===== config.mk =====
export PLATFORM = sky130hd
export DESIGN_NAME = terminal_write_ctrl
export DESIGN_NICKNAME = d
export VERILOG_FILES = /design/src/rtl/terminal_pkg.sv /design/src/rtl/terminal_bank_decoder.sv /design/src/rtl/terminal_write_ctrl.sv
export SDC_FILE = /design/constraint.sdc
export NUM_CORES = 1
export LEC_CHECK = 0
export ABC_CLOCK_PERIOD_IN_PS = 9750
export CAP_MARGIN = 30
export CORE_ASPECT_RATIO = 1.1
export CORE_MARGIN = 4
export CORE_UTILIZATION = 25
export CTS_CLUSTER_SIZE = 20
export DETAILED_ROUTE_END_ITERATION = 10
export GPL_TIMING_DRIVEN = 0
export RECOVER_POWER = 50
export SYNTH_ARGS = -nofsm -noshare
export SYNTH_HDL_FRONTEND = slang
export SYNTH_HIERARCHICAL = 1
export SYNTH_SLANG_ARGS = --single-unit

===== constraint.sdc =====
create_clock -name Clock -period 9.75 [get_ports Clock]
set_clock_uncertainty 0.1 [all_clocks]
set_input_delay 1.4625 -clock Clock [delete_from_list [all_inputs] [get_ports Clock]]
set_output_delay 1.4625 -clock Clock [all_outputs]
set_load 0.01 [all_outputs]

===== src/rtl/terminal_pkg.sv =====
// Shared constants, control codes and state type for the VGA text terminal write path.
package terminal_pkg;

    localparam int unsigned WIDTH_CHARS  = 80;
    localparam int unsigned HEIGHT_CHARS = 30;
    localparam int unsigned SCREEN_CHARS = 2400;
    localparam int unsigned BANK_DEPTH   = 1024;

    localparam logic [7:0] CHAR_BS = 8'h08;
    localparam logic [7:0] CHAR_LF = 8'h0A;
    localparam logic [7:0] CHAR_FF = 8'h0C;
    localparam logic [7:0] CHAR_CR = 8'h0D;

    typedef enum logic {
        IDLE,
        CLEAR
    } state_t;

endpackage


===== src/rtl/terminal_bank_decoder.sv =====
// Maps a linear character address to a one-hot bank write enable and an in-bank offset.
module terminal_bank_decoder #(
    parameter int unsigned BANK_DEPTH = terminal_pkg::BANK_DEPTH
) (
    input  logic [11:0] addr_i,
    input  logic        we_i,
    output logic [2:0]  we_o,
    output logic [9:0]  offset_o
);

    localparam int unsigned BANK_BITS = $clog2(BANK_DEPTH);

    logic [11:0] bank;

    always_comb begin
        bank     = addr_i >> BANK_BITS;
        offset_o = 10'(addr_i & 12'(BANK_DEPTH - 1));
        we_o     = '0;
        if (we_i) begin
            case (bank)
                12'd0:   we_o = 3'b001;
                12'd1:   we_o = 3'b010;
                12'd2:   we_o = 3'b100;
                default: we_o = '0;
            endcase
        end
    end

endmodule


===== src/rtl/terminal_write_ctrl.sv =====
// Cursor tracking, control-code decode and full-screen clear for the character RAM.
// Optional: define TERMINAL_CLEAR_ON_RESET_EN to clear the screen when reset is released.
module terminal_write_ctrl #(
    parameter int unsigned WIDTH_CHARS  = terminal_pkg::WIDTH_CHARS,
    parameter int unsigned HEIGHT_CHARS = terminal_pkg::HEIGHT_CHARS,
    parameter int unsigned BANK_DEPTH   = terminal_pkg::BANK_DEPTH,
    parameter logic [7:0]  CLEAR_CHAR   = 8'h20
) (
    input  logic        Clock,
    input  logic        Reset,
    input  logic [7:0]  Data_i,
    input  logic        DataValid_i,
    output logic        Busy_o,
    output logic [9:0]  RamAddress_o,
    output logic [7:0]  RamData_o,
    output logic [2:0]  RamWrite_o,
    output logic [6:0]  CursorX_o,
    output logic [4:0]  CursorY_o
);

    import terminal_pkg::*;

    localparam int unsigned SCREEN = WIDTH_CHARS * HEIGHT_CHARS;

    state_t      state_q;
    logic [11:0] ptr_q, ptr_d;
    logic [6:0]  x_q, x_d;
    logic [4:0]  y_q, y_d;
    logic [11:0] clr_q;
    logic        busy_q;
    logic [9:0]  addr_q;
    logic [7:0]  data_q;
    logic [2:0]  we_q;
`ifdef TERMINAL_CLEAR_ON_RESET_EN
    logic        start_q;
`endif

    logic        wr_req;
    logic        go_clear;
    logic [11:0] dec_addr;
    logic [2:0]  dec_we;
    logic [9:0]  dec_off;

    always_comb begin
        ptr_d    = ptr_q;
        x_d      = x_q;
        y_d      = y_q;
        wr_req   = 1'b0;
        go_clear = 1'b0;
        dec_addr = ptr_q;
        if (state_q == CLEAR) begin
            dec_addr = clr_q;
            wr_req   = 1'b1;
`ifdef TERMINAL_CLEAR_ON_RESET_EN
        end else if (start_q) begin
            go_clear = 1'b1;
`endif
        end else if (DataValid_i) begin
            case (Data_i)
                CHAR_CR: begin
                    x_d   = '0;
                    ptr_d = ptr_q - {5'b0, x_q};
                end
                CHAR_LF: begin
                    // Ptr tracks Y*WIDTH+X, so a row step is +WIDTH folded back into the screen.
                    if (y_q == 5'(HEIGHT_CHARS - 1)) begin
                        y_d   = '0;
                        ptr_d = ptr_q + 12'(WIDTH_CHARS) - 12'(SCREEN);
                    end else begin
                        y_d   = y_q + 5'd1;
                        ptr_d = ptr_q + 12'(WIDTH_CHARS);
                    end
                end
                CHAR_BS: begin
                    if (x_q != '0) begin
                        x_d   = x_q - 7'd1;
                        ptr_d = ptr_q - 12'd1;
                    end
                end
                CHAR_FF: go_clear = 1'b1;
                default: begin
                    if (Data_i >= 8'h20) begin
                        wr_req = 1'b1;
                        if (ptr_q == 12'(SCREEN - 1)) begin
                            ptr_d = '0;
                            x_d   = '0;
                            y_d   = '0;
                        end else begin
                            ptr_d = ptr_q + 12'd1;
                            if (x_q == 7'(WIDTH_CHARS - 1)) begin
                                x_d = '0;
                                y_d = y_q + 5'd1;
                            end else begin
                                x_d = x_q + 7'd1;
                            end
                        end
                    end
                end
            endcase
        end
    end

    terminal_bank_decoder #(
        .BANK_DEPTH(BANK_DEPTH)
    ) u_bank_decoder (
        .addr_i   (dec_addr),
        .we_i     (wr_req),
        .we_o     (dec_we),
        .offset_o (dec_off)
    );

    always_ff @(posedge Clock) begin
        if (!Reset) begin
            state_q <= IDLE;
            ptr_q   <= '0;
            x_q     <= '0;
            y_q     <= '0;
            clr_q   <= '0;
            busy_q  <= 1'b0;
            addr_q  <= '0;
            data_q  <= '0;
            we_q    <= '0;
`ifdef TERMINAL_CLEAR_ON_RESET_EN
            start_q <= 1'b1;
`endif
        end else begin
            we_q <= dec_we;
            if (wr_req) begin
                addr_q <= dec_off;
                data_q <= (state_q == CLEAR) ? CLEAR_CHAR : Data_i;
            end
            case (state_q)
                IDLE: begin
                    ptr_q <= ptr_d;
                    x_q   <= x_d;
                    y_q   <= y_d;
`ifdef TERMINAL_CLEAR_ON_RESET_EN
                    start_q <= 1'b0;
`endif
                    if (go_clear) begin
                        state_q <= CLEAR;
                        busy_q  <= 1'b1;
                        clr_q   <= '0;
                    end
                end
                CLEAR: begin
                    if (clr_q == 12'(SCREEN - 1)) begin
                        state_q <= IDLE;
                        busy_q  <= 1'b0;
                        clr_q   <= '0;
                        ptr_q   <= '0;
                        x_q     <= '0;
                        y_q     <= '0;
                    end else begin
                        clr_q <= clr_q + 12'd1;
                    end
                end
                default: state_q <= IDLE;
            endcase
        end
    end

    assign Busy_o       = busy_q;
    assign RamAddress_o = addr_q;
    assign RamData_o    = data_q;
    assign RamWrite_o   = we_q;
    assign CursorX_o    = x_q;
    assign CursorY_o    = y_q;

endmodule


==> out/metrics.cfg <==
[clocking]
cts_tree=done
cts_made_buffers=9
hold_buffers=0
insertion_delay_ps=330
clock_sinks=59
cts.clk_slew.worst_paths_ps=60
h-tree-depth=3
cts.path.max_buffers=2
root_buffer=clkbuf_16
cts_resized=0
post-cts-setup-buffers=0

[yosys]
synthMuxAreaShare_pct=2.944
synth_top_area_share_pct=26.98
synth-xor-area-share_pct=4.601
yosys_warnings=6
yosys-top-cells-area=dfxtp_1, nand2_1, a21oi_1
async_flop_share_pct=0
avgSynthCellArea_um2=7.627
synth_top_family_by_area=simple AND/OR/NAND/NOR gates
syn_nets=603
ys_types=72
synth_edf_count=0
synth_ff_type=dfxtp_1
synth_top_cell_by_area=dfxtp_1
netlist_area_um2=4378
synthCells=574
yosys.area_share.simple_pct=27.18
yosysSeqAreaShare_pct=26.98
synth_seq_cells=59
synthAdderAreaFrac_pct=5.316
synth_compound_area_share_pct=25.69

[sta]
rsz0062_at_grt=no
slew_headroom_pct=33.92
hold_viol_final=0
fmax_ghz=0.1848
tightest_slew_ps=986.6
setup_slack_ps=4340
drv_slew=0
setup_viol=0
min_period_ps=5410
finalCritPeriodShare_pct=55.49
finalSetupTns_ps=0

[outcome]
status=completed

[cells_and_area]
syn2layout_area_growth_pct=22.89
drive_gt1_share_pct=7.595
most-common-layout-cells=nand2_1, dfxtp_1, a21oi_1
final_nets=656
n_antenna_cell=0
final_common_cell=nand2_1
layout.cells.non_filler=866

[worst_hold_path]
hp-class=reg2reg
hold_end=RamAddress_o[3]
hold_start=RamAddress_o[3]
hold_depth=2

[place]
place.gp.congestion=0.9242
post-place-ws_ps=4096
hpwlAfterDp_um=10100
placed_cells=849
port-buffer-count=41

[grt]
grt_overflow_total=0
grt_pass1_wl_um=22130
antenna_found_initial=0
grt_max_degree=13
track_usage_pct=13.71
grt_pass1_vias=4213

[worst_setup_path]
cpLargestDelayFamily=compound AO/OA/AOI/OAI gates
cp_num_buf_inv=2
timing.rr.end=CursorY_o[3]
crit_path_max_incr_delay_ps=740
r2r_slack_ps=6460
crit_chain=clkdlybuf4s50_1 -> nor4b_1 -> nand3_1 -> clkbuf_1 -> nand2_1 -> ha_1 -> nor2b_1 -> o31ai_1 -> a21boi_0 -> o311a_1 -> a2111oi_0 -> a21oi_1
crit_arrival_ps=5520
path_max_fanout=10
worstSetupStartpointType=primary input
critical_path_class=in2reg
crit_slowest_cell=nor4b_1
crit_path_end_kind=register
r2r_start=ptr_q[5]
r2r.worst_path.cells=8
worst_ep_required_time_ps=9860

[pwr]
power_leakage_nw=1.984
power_mw=0.6415
peakVddDrop_mv=0.06171
cellPowerDensity_nw_per_um2=119.2

[routing]
first_pass_iters=5
wl_per_cell_um=15.89
viasPerCell=5.202
drt_iter0_drc=301
drc=0
vias=4505
ant_nets=0
postRouteWirelength_um=13760

[floorplan]
core_um2=17080
initial_utilization_pct=25.63
io_pins=45
die-area_um2=19700
die_w_um=134.2
die_y_um=146.8
rows=50

[run]
drv_cap=0

==> where the power goes <==
part	total [mW]	internal (mW)	switching, mW
clock	0.322	0.199	0.124
sequential	0.250	0.245	0.00449
combinational	0.0693	0.0277	0.0416
total	0.641	0.472	0.170
==> layout make-up <==
class	instances	area, um^2
plain buffers	47	225.2
clock buffers	9	225.2
clock inverters	7	76.32
fillers	1845	11700
inverters	23	86.33
multi-input cells	445	2878
flip-flops and latches	59	1181
well taps	234	292.8
repair buffers	42	415.4
==> state kept, by name, summed over array words and instances (netlist names) <==
signal,flops
ptr_q,12
CursorY_o,5
RamWrite_o,3
clr_q,12
RamAddress_o,10
state_q,1
RamData_o,8
CursorX_o,7
Busy_o,1
==> synthesized netlist by cell type (all sizes together) (6+ instances only) <==
cell and count:
inv 23, a211o 6, o211ai 6, clkbuf 30, or3 6, nor3 18, xor2 10, nor4 11
a21oi 47, nand2b 6, nand4 8, nand3 20, ha 17, nand2 63, o21ai 34, and2 7
mux2 7, buf 17, dfxtp 59, and3 10, xnor2 13, nor2b 6, nor2 46, a31oi 10
==> worst reg2reg max path: stages (launching register included) <==
cell and delay (ps):
dfxtp_1 330, clkbuf_1 250, inv_1 230, ha_1 190, nor4bb_1 590, nor3b_2 710, a211oi_1 280, and3_1 240
a211o_1 250
==> worst max-delay path by stage <==
stage | endpoint | start | slack, ps | cells past startpoint
3_3_place_gp | ptr_q[10] | Data_i[2] | 4100 | 14
5_1_grt | ptr_q[10] | Data_i[2] | 4160 | 14
2_1_floorplan | ptr_q[11] | Data_i[0] | 5080 | 12
6_report | ptr_q[11] | Data_i[2] | 4340 | 12
3_5_place_dp | ptr_q[10] | Data_i[2] | 4100 | 14
4_1_cts | ptr_q[10] | Data_i[2] | 4450 | 14
==> through the flow <==
step | area [um^2] | hold slack [ps] | utilization, %
floorplan | 4378 | 371.9 | -
global placement | 5081 | 342.4 | 29.75
detailed placement | 5081 | 346.8 | 29.75
CTS | 5383 | 354.1 | 31.52
global route | 5380 | 368.2 | 31.50
finish | 5380 | 348.1 | 31.50
==> layer usage <==
metal / up-vias / track usage, % / wire length (um)
li1: 2214 / - / -
met1: 2104 / 18.22 / 6286
met2: 155 / 21.45 / 6375
met3: 32 / 2.466 / 653
met4: 0 / 6.568 / 441
met5: - / 0 / 0
==> kinds of logic (layout without fill, tap and decap cells) <==
group | Yosys count | after routing
AND/OR/NAND/NOR | 225 | 225
AO/OA/AOI/OAI | 167 | 167
buffers and inverters | 70 | 128
flip-flops | 59 | 59
XOR/XNOR | 23 | 23
adder cells (fa/ha/maj) | 18 | 18
multiplexers | 12 | 12
(Power assumes the default switching activity.)
